**src/rtl/mem_arb_pkg.sv**
```systemverilog
// Shared encodings for the instruction/data memory port arbiter.
package mem_arb_pkg;

    // Transaction sequencer states
    typedef enum logic [1:0] {
        IDLE     = 2'd0,
        REQ      = 2'd1,
        WAIT_RSP = 2'd2,
        ERR      = 2'd3
    } arb_state_e;

    // Which side owns the transaction currently on the memory port
    localparam logic OWN_IF = 1'b0;
    localparam logic OWN_D  = 1'b1;

    // Fetches always read whole words; replicate this bit across the byte lanes
    localparam logic FETCH_BE_BIT = 1'b1;

endpackage

```
**src/rtl/mem_port_arbiter_watchdog.sv**
```systemverilog
// Per-transaction cycle counter: cleared when a transaction starts, counts
// while it is outstanding, flags expiry on the cycle the limit is reached.
module arb_watchdog #(
    parameter int TIMEOUT = 255
) (
    input  logic clk,
    input  logic rst,
    input  logic clr,
    input  logic en,
    output logic expire
);

    localparam int CW = $clog2(TIMEOUT + 1);

    logic [CW-1:0] cnt_r;

    // Saturating cycle counter; clear takes priority over counting
    always_ff @(posedge clk or posedge rst) begin
        if (rst) begin
            cnt_r <= '0;
        end else if (clr) begin
            cnt_r <= '0;
        end else if (en && (cnt_r != CW'(TIMEOUT))) begin
            cnt_r <= cnt_r + CW'(1);
        end else begin
            cnt_r <= cnt_r;
        end
    end

    // Expire while the increment on this edge would reach the limit
    assign expire = en && (cnt_r >= CW'(TIMEOUT - 1));

endmodule

```
**src/rtl/mem_port_arbiter.sv**
```systemverilog
// Shares one memory port between instruction fetch and load/store.
// Data side has priority; a bounded burst counter lets a pending fetch in.
module mem_port_arbiter
    import mem_arb_pkg::*;
#(
    parameter int AW          = 32,
    parameter int DW          = 32,
    parameter int MAX_D_BURST = 4,
    parameter int TIMEOUT     = 255
) (
    input  logic            clk,
    input  logic            rst,
    input  logic            if_req,
    input  logic [AW-1:0]   if_addr,
    output logic [DW-1:0]   if_rdata,
    output logic            if_valid,
    input  logic            d_req,
    input  logic            d_we,
    input  logic [AW-1:0]   d_addr,
    input  logic [DW-1:0]   d_wdata,
    input  logic [DW/8-1:0] d_be,
    output logic [DW-1:0]   d_rdata,
    output logic            d_valid,
    output logic            mem_req,
    output logic            mem_we,
    output logic [AW-1:0]   mem_addr,
    output logic [DW-1:0]   mem_wdata,
    output logic [DW/8-1:0] mem_be,
    input  logic            mem_gnt,
    input  logic            mem_rvalid,
    input  logic [DW-1:0]   mem_rdata,
    output logic            core_stall,
    output logic            bus_err
);

    localparam int BW  = DW / 8;
    localparam int BCW = $clog2(MAX_D_BURST + 1);

    arb_state_e     state_r;
    logic           owner_r;
    logic [BCW-1:0] burst_cnt_r;

    logic if_avail_s;
    logic d_avail_s;
    logic burst_full_s;
    logic grant_d_s;
    logic grant_if_s;
    logic complete_s;
    logic wd_en_s;
    logic wd_clr_s;
    logic wd_expire_s;

    // A source completing this cycle still holds its request; ignore it so
    // the finished request is not issued a second time.
    assign if_avail_s   = if_req & ~if_valid;
    assign d_avail_s    = d_req & ~d_valid;
    assign burst_full_s = (burst_cnt_r == BCW'(MAX_D_BURST));

    assign grant_d_s  = (state_r == IDLE) & d_avail_s & ~(burst_full_s & if_avail_s);
    assign grant_if_s = (state_r == IDLE) & if_avail_s & ~grant_d_s;

    // A response only counts once the request has been accepted
    assign complete_s = ((state_r == REQ) & mem_gnt & mem_rvalid)
                      | ((state_r == WAIT_RSP) & mem_rvalid);

    assign wd_clr_s = grant_d_s | grant_if_s;
    assign wd_en_s  = (state_r == REQ) | (state_r == WAIT_RSP);

    assign core_stall = (if_req & ~if_valid) | (d_req & ~d_valid) | bus_err;

    arb_watchdog #(
        .TIMEOUT (TIMEOUT)
    ) u_watchdog (
        .clk    (clk),
        .rst    (rst),
        .clr    (wd_clr_s),
        .en     (wd_en_s),
        .expire (wd_expire_s)
    );

    // Arbitration, transaction sequencing, response capture and error lock-up
    always_ff @(posedge clk or posedge rst) begin
        if (rst) begin
            state_r     <= IDLE;
            owner_r     <= OWN_IF;
            burst_cnt_r <= '0;
            mem_req     <= 1'b0;
            mem_we      <= 1'b0;
            mem_addr    <= '0;
            mem_wdata   <= '0;
            mem_be      <= '0;
            if_rdata    <= '0;
            d_rdata     <= '0;
            if_valid    <= 1'b0;
            d_valid     <= 1'b0;
            bus_err     <= 1'b0;
        end else begin
            if_valid <= 1'b0;
            d_valid  <= 1'b0;
            case (state_r)
                IDLE: begin
                    if (grant_d_s) begin
                        owner_r     <= OWN_D;
                        mem_req     <= 1'b1;
                        mem_we      <= d_we;
                        mem_addr    <= d_addr;
                        mem_wdata   <= d_wdata;
                        mem_be      <= d_be;
                        burst_cnt_r <= if_avail_s ? (burst_cnt_r + BCW'(1)) : '0;
                        state_r     <= REQ;
                    end else if (grant_if_s) begin
                        owner_r     <= OWN_IF;
                        mem_req     <= 1'b1;
                        mem_we      <= 1'b0;
                        mem_addr    <= if_addr;
                        mem_wdata   <= '0;
                        mem_be      <= {BW{FETCH_BE_BIT}};
                        burst_cnt_r <= '0;
                        state_r     <= REQ;
                    end else begin
                        mem_req <= 1'b0;
                    end
                end
                REQ, WAIT_RSP: begin
                    if (complete_s) begin
                        mem_req <= 1'b0;
                        state_r <= IDLE;
                        if (owner_r == OWN_IF) begin
                            if_valid <= 1'b1;
                            if_rdata <= mem_rdata;
                        end else begin
                            d_valid <= 1'b1;
                            if (!mem_we) begin
                                d_rdata <= mem_rdata;
                            end else begin
                                d_rdata <= d_rdata;
                            end
                        end
                    end else if (wd_expire_s) begin
                        mem_req <= 1'b0;
                        bus_err <= 1'b1;
                        state_r <= ERR;
                    end else if ((state_r == REQ) && mem_gnt) begin
                        mem_req <= 1'b0;
                        state_r <= WAIT_RSP;
                    end else begin
                        mem_req <= (state_r == REQ);
                    end
                end
                ERR: begin
                    mem_req <= 1'b0;
                    bus_err <= 1'b1;
                end
                default: begin
                    mem_req <= 1'b0;
                    bus_err <= 1'b1;
                    state_r <= ERR;
                end
            endcase
        end
    end

endmodule
```
**config.mk**
```make
export PLATFORM = sky130hd
export DESIGN_NAME = mem_port_arbiter
export DESIGN_NICKNAME = d
export VERILOG_FILES = /design/src/rtl/mem_arb_pkg.sv /design/src/rtl/mem_port_arbiter_watchdog.sv /design/src/rtl/mem_port_arbiter.sv
export SDC_FILE = /design/constraint.sdc
export NUM_CORES = 1
export LEC_CHECK = 0
export ABC_AREA = 1
export ABC_CLOCK_PERIOD_IN_PS = 6400
export CORE_ASPECT_RATIO = 0.5
export CORE_MARGIN = 2
export CORE_UTILIZATION = 43
export CTS_BUF_LIST = sky130_fd_sc_hd__clkbuf_4 sky130_fd_sc_hd__clkbuf_8 sky130_fd_sc_hd__clkbuf_16
export CTS_CLUSTER_DIAMETER = 30
export DETAILED_ROUTE_END_ITERATION = 16
export PLACE_DENSITY = 0.81
export SYNTH_ARGS = -nofsm -noshare
export SYNTH_HDL_FRONTEND = slang
export SYNTH_SLANG_ARGS = --single-unit
```
**constraint.sdc**
```tcl
create_clock -name clk -period 6.4 [get_ports clk]
set_input_delay 1.92 -clock clk [delete_from_list [all_inputs] [get_ports clk]]
set_output_delay 1.92 -clock clk [all_outputs]
set_load 0.02 [all_outputs]
```
Word level (Yosys, flattened, before mapping):

Cells that the tools add are included.

* $add $sub $neg: 2
* $lt $le $gt $ge: 1
* equality and inequality tests: 9
* muxes and demuxes: 35
* bitwise operators: 21
* reductions and logical operators: 14

Operators with widths (count)
* 32-bit two-way mux: 4
* 1-bit two-way mux: 16
* 8-bit two-way mux: 2
* 1-bit AND: 10
* 2-bit two-way mux: 5
* 3-bit two-way mux: 3
* 3-bit AND reduction: 3
* 8-bit by 1-bit adder with 8-bit output, second input constant: 1
* 8-bit greater-or-equal comparator, second input constant: 1
* 4-bit two-way mux: 2
* 8-bit inequality test, second input constant: 1
* 2-bit nonzero test: 4
* 1-bit inverter: 6
* 1-bit bitwise OR: 5
* 2-bit equality test, second input constant: 2
* 4-bit by 3-bit inequality test with 1-bit output, second input constant: 1
* 2-bit one-hot mux with 2 select lines: 1
* 4-bit AND reduction: 1
* 3-bit by 1-bit adder with 3-bit output, second input constant: 1
* 3-bit equality test, second input constant: 1
* 1-bit logical AND: 3
* 3-bit inequality test, second input constant: 1
* 1-bit one-hot mux with 3 select lines: 1
* 2-bit by 1-bit equality test with 1-bit output, second input constant: 1
* 6 further kinds: 6

* register bits: 151
* input port bits: 139
* output and inout bits: 138
* word-level logic and storage cells: 96

Depth between registers and ports, before layout:

* word-level depth: 10
* mapped depth: 10

Hierarchy:

From an unflattened synthesis, not the netlist that was laid out.

* cells, all modules: 825
* area total of the unflattened synthesis: 6756.5 µm²

By module, submodules not included
* mem_port_arbiter: times used 1, cells each 749, area an instance 6224.7 µm²
* arb_watchdog: times used 1, cells each 76, area an instance 531.8 µm²

Worst setup path after synthesis:

No wires, ideal clock.

* path kind: in2out
* from: in d_req
* to: out core_stall
* arrival time: 2.213 ns
* slack: 2.267 ns
* stages: 2
* path buffers: 0
* cells stage by stage: nand2_1 nand3_1

* word-level cells in the longest chain between the ends: 3

RTL lines
* start: declaration: RTL line mem_port_arbiter.sv:17 `input logic d_req,`
* 1-bit AND: RTL line mem_port_arbiter.sv:69 `assign core_stall = (if_req & ~if_valid) | (d_req & ~d_valid) | bus_err;`
* 1-bit bitwise OR (2 in a row): RTL line mem_port_arbiter.sv:69
* end: declaration: RTL line mem_port_arbiter.sv:32 `output logic core_stall,`

No other way between the ends.

Worst setup path after layout:

Ends and elaborated chain as after synthesis.

==> implementation parameters <==
Parameter                              Value

Run status
  Run status    complete, no violations

Min path
  Source of the worst hold timing path    d_rdata[7]
  Min-Delay Path Class    reg -> reg

Clocking
  Cells resized by post-CTS repair    0
  Post-CTS clock slew at the launch and capture registers of the worst setup and hold paths    70 ps
  Setup Buffers After CTS    0
  H-tree lvl count    4
  Clock tree root buffer cell    clkbuf_16
  Total clock buffers created by CTS    17
  Hold_buf cts    0
  Buffer depth of the longest clock path    2
  CTS tree    built
  TritonCTS sink count    151
  Clock insertion delay at the later pin of the skew report    420 ps

Drt
  Count of vias placed by the detailed router    6050
  Number of routed nets with antenna violations    0
  Post-detailed-route wirelength per cell    15.2 µm
  DRC marker count from the first detailed-route iteration    325
  Routed via count divided by cell count    4.83
  Detailed-route wire length    19000 µm
  DRC viols    0
  First-pass detailed-route iteration total    5

Synth
  Flip-flop and latch count after synthesis    151
  Synthesized netlist cell count    779
  Average footprint of a synthesized cell    8.33 µm²
  Syn Nets    926
  Netlist area before placement    0.00649 mm²
  Synthesis warning total    0
  Portion of the post-synthesis area used by sequential elements    58.2%
  Synth unique cells    23

Timing
  Hold Slack    481 ps
  Number of max-slew violations in the final report    0
  Setup repair after global routing missed its margin    false
  Period utilization    80.7%
  Worst setup margin    1240 ps
  Worst Tran Pin Value    1220 ps
  Tmin final    5160 ps
  Maximum clock skew at final layout    12.3 ps
  Endpoints failing hold    0
  Max transition margin    18.2%
  Setup Viol. Count Final    0
  Total negative slack    0 ps
  Highest clock rate    0.194 GHz

Worst setup path
  Crit path kind    in -> out
  Beginning of the worst register-to-register path    state_r[0]
  Critical path required time    4480 ps
  Worst setup path startpoint    d_req
  Peak fanout along the critical path    4
  Setup crit start kind    input port
  Worst Path Arrival    3240 ps
  Nature of the critical path endpoint    primary output

Place
  Final estimated routing congestion in global placement    0.825
  I/O Buffers    276
  Detailed placer's ending HPWL    13200 µm
  Placement-stage worst setup slack    1240 ps
  Cell count after placement    1220

Floorplan
  Die Width    178 µm
  Initial core utilization    44.5%
  Full die area    0.0161 mm²
  Count of pins on the block boundary    277
  Die height    90.9 µm
  Area of the placeable core    0.0146 mm²
  Number of rows created at floorplan    31

Pwr
  Power dissipated by switching net loads    2.07 mW
  Worst supply voltage drop on vdd    258 µV
  Switch share    41.2%
  Power Internal    2.95 mW
  Leak    4.89 nW
  Seq pwr share    32.0%
  Power per Cell Area    505 mW/mm²
  Clk pwr share    19.9%
  Part of the total power dissipated in combinational logic    48.1%

GRT
  GRT Overall Usage    24.3%
  Grt ovf    0
  Number of global-route vias before repair    6197
  Wire length of the first global-routing pass    31000 µm
  Largest net degree at the start of global routing    115
  Antenna violations before repair    0

Layout
  Net count, final    1188
  Syn-to-layout area delta    53.0%
  Most common cell after layout, fill and taps aside    nand2_1
  Count of inserted antenna diode cells    0
  Leading cell types in the layout, fill and taps excluded    nand2_1, clkdlybuf4s50_1, dfrtp_1, o21ai_0, inv_1
  Number of cells in the finished layout apart from fillers    1252
  Share of cells above drive strength 1    4.36%

Job
  Max capacitance violation total    0
## Yosys cell counts (all sizes together)
master | n | share of area, %
o22ai | 4 | 0.39
dfrtp | 151 | 58
nor2 | 19 | 1.3
nor3 | 1 | 0.25
ha | 8 | 1.5
nand3 | 10 | 0.77
nand4 | 6 | 0.58
nand2 | 371 | 22
inv | 64 | 3.7
xor2 | 2 | 0.27
buf | 25 | 2.3
clkbuf | 11 | 0.64
o21ai | 103 | 7.9
or2 | 2 | 0.19
a21oi | 1 | 0.077
o21bai | 1 | 0.12
## sequential cells by signal, indices dropped and copies added (netlist names)
name / flops
burst_cnt_r: 3
bus_err: 1
d_rdata: 32
d_valid: 1
if_rdata: 32
if_valid: 1
mem_addr: 32
mem_be: 4
mem_req: 1
mem_wdata: 32
mem_we: 1
owner_r: 1
state_r: 2
u_watchdog.cnt_r: 8
## power by group through the flow
stage | registers [mW] | logic (mW) | clock network, mW
after floorplan | 2.08 | 0.818 | 0
after global placement | 1.59 | 2.36 | 0
after detailed placement | 1.61 | 2.42 | 0
after CTS | 1.61 | 2.44 | 1.01
after global routing | 1.65 | 2.62 | 1.06
final | 1.61 | 2.42 | 0.996
## critical path: stages
cell             delay, ps
clkdlybuf4s50_1        460
nand2_1                120
nand3_1                110
clkdlybuf4s50_1        630
## metal layers
| metal | track usage (%) | up-vias | wire length, µm |
|---|---|---|---|
| met2 | 42.2 | 184 | 9440 |
| li1 | - | 2930 | - |
| met1 | 27.9 | 2876 | 7720 |
| met5 | 0 | - | 0 |
| met3 | 5.93 | 60 | 938 |
| met4 | 12.6 | 0 | 875 |
## cells by family after synthesis
group,Yosys count,synth area share [%]
xor+xnor,2,0.270
fa+ha+maj,8,1.54
buf+inv,100,6.67
flops,151,58.2
compound gates,109,8.52
simple gates,409,24.7
## through the flow
step           power, mW  utilization, %  instance area [µm²]
6_report            5.02            68.1                 9930
5_1_grt             5.33            68.1                 9930
4_1_cts             5.05            68.1                 9930
3_5_place_dp        4.03            64.0                 9340
3_3_place_gp        3.96            64.0                 9340
2_1_floorplan       2.90               -                 6490
## final timing paths
kind                                  to  slack (ps)  cells past startpoint
min                           d_rdata[7]         480                      2
max in group asynchronous    d_rdata[31]        3190                      3
min reg2reg                   d_rdata[7]         480                      2
max                           core_stall        1240                      4
max reg2reg                       mem_we        3380                      8
min in group asynchronous  mem_wdata[21]        2100                      2
## area by class of cell
class	count	area, µm²
clock buffer	17	425
clock inverter	15	164
fill	1179	4660
inverter	64	245
multi-input combinational	528	2280
sequential	151	3780
tap	198	248
timing repair buffer	279	2790
Note: power is estimated with default switching activity, not from simulation.
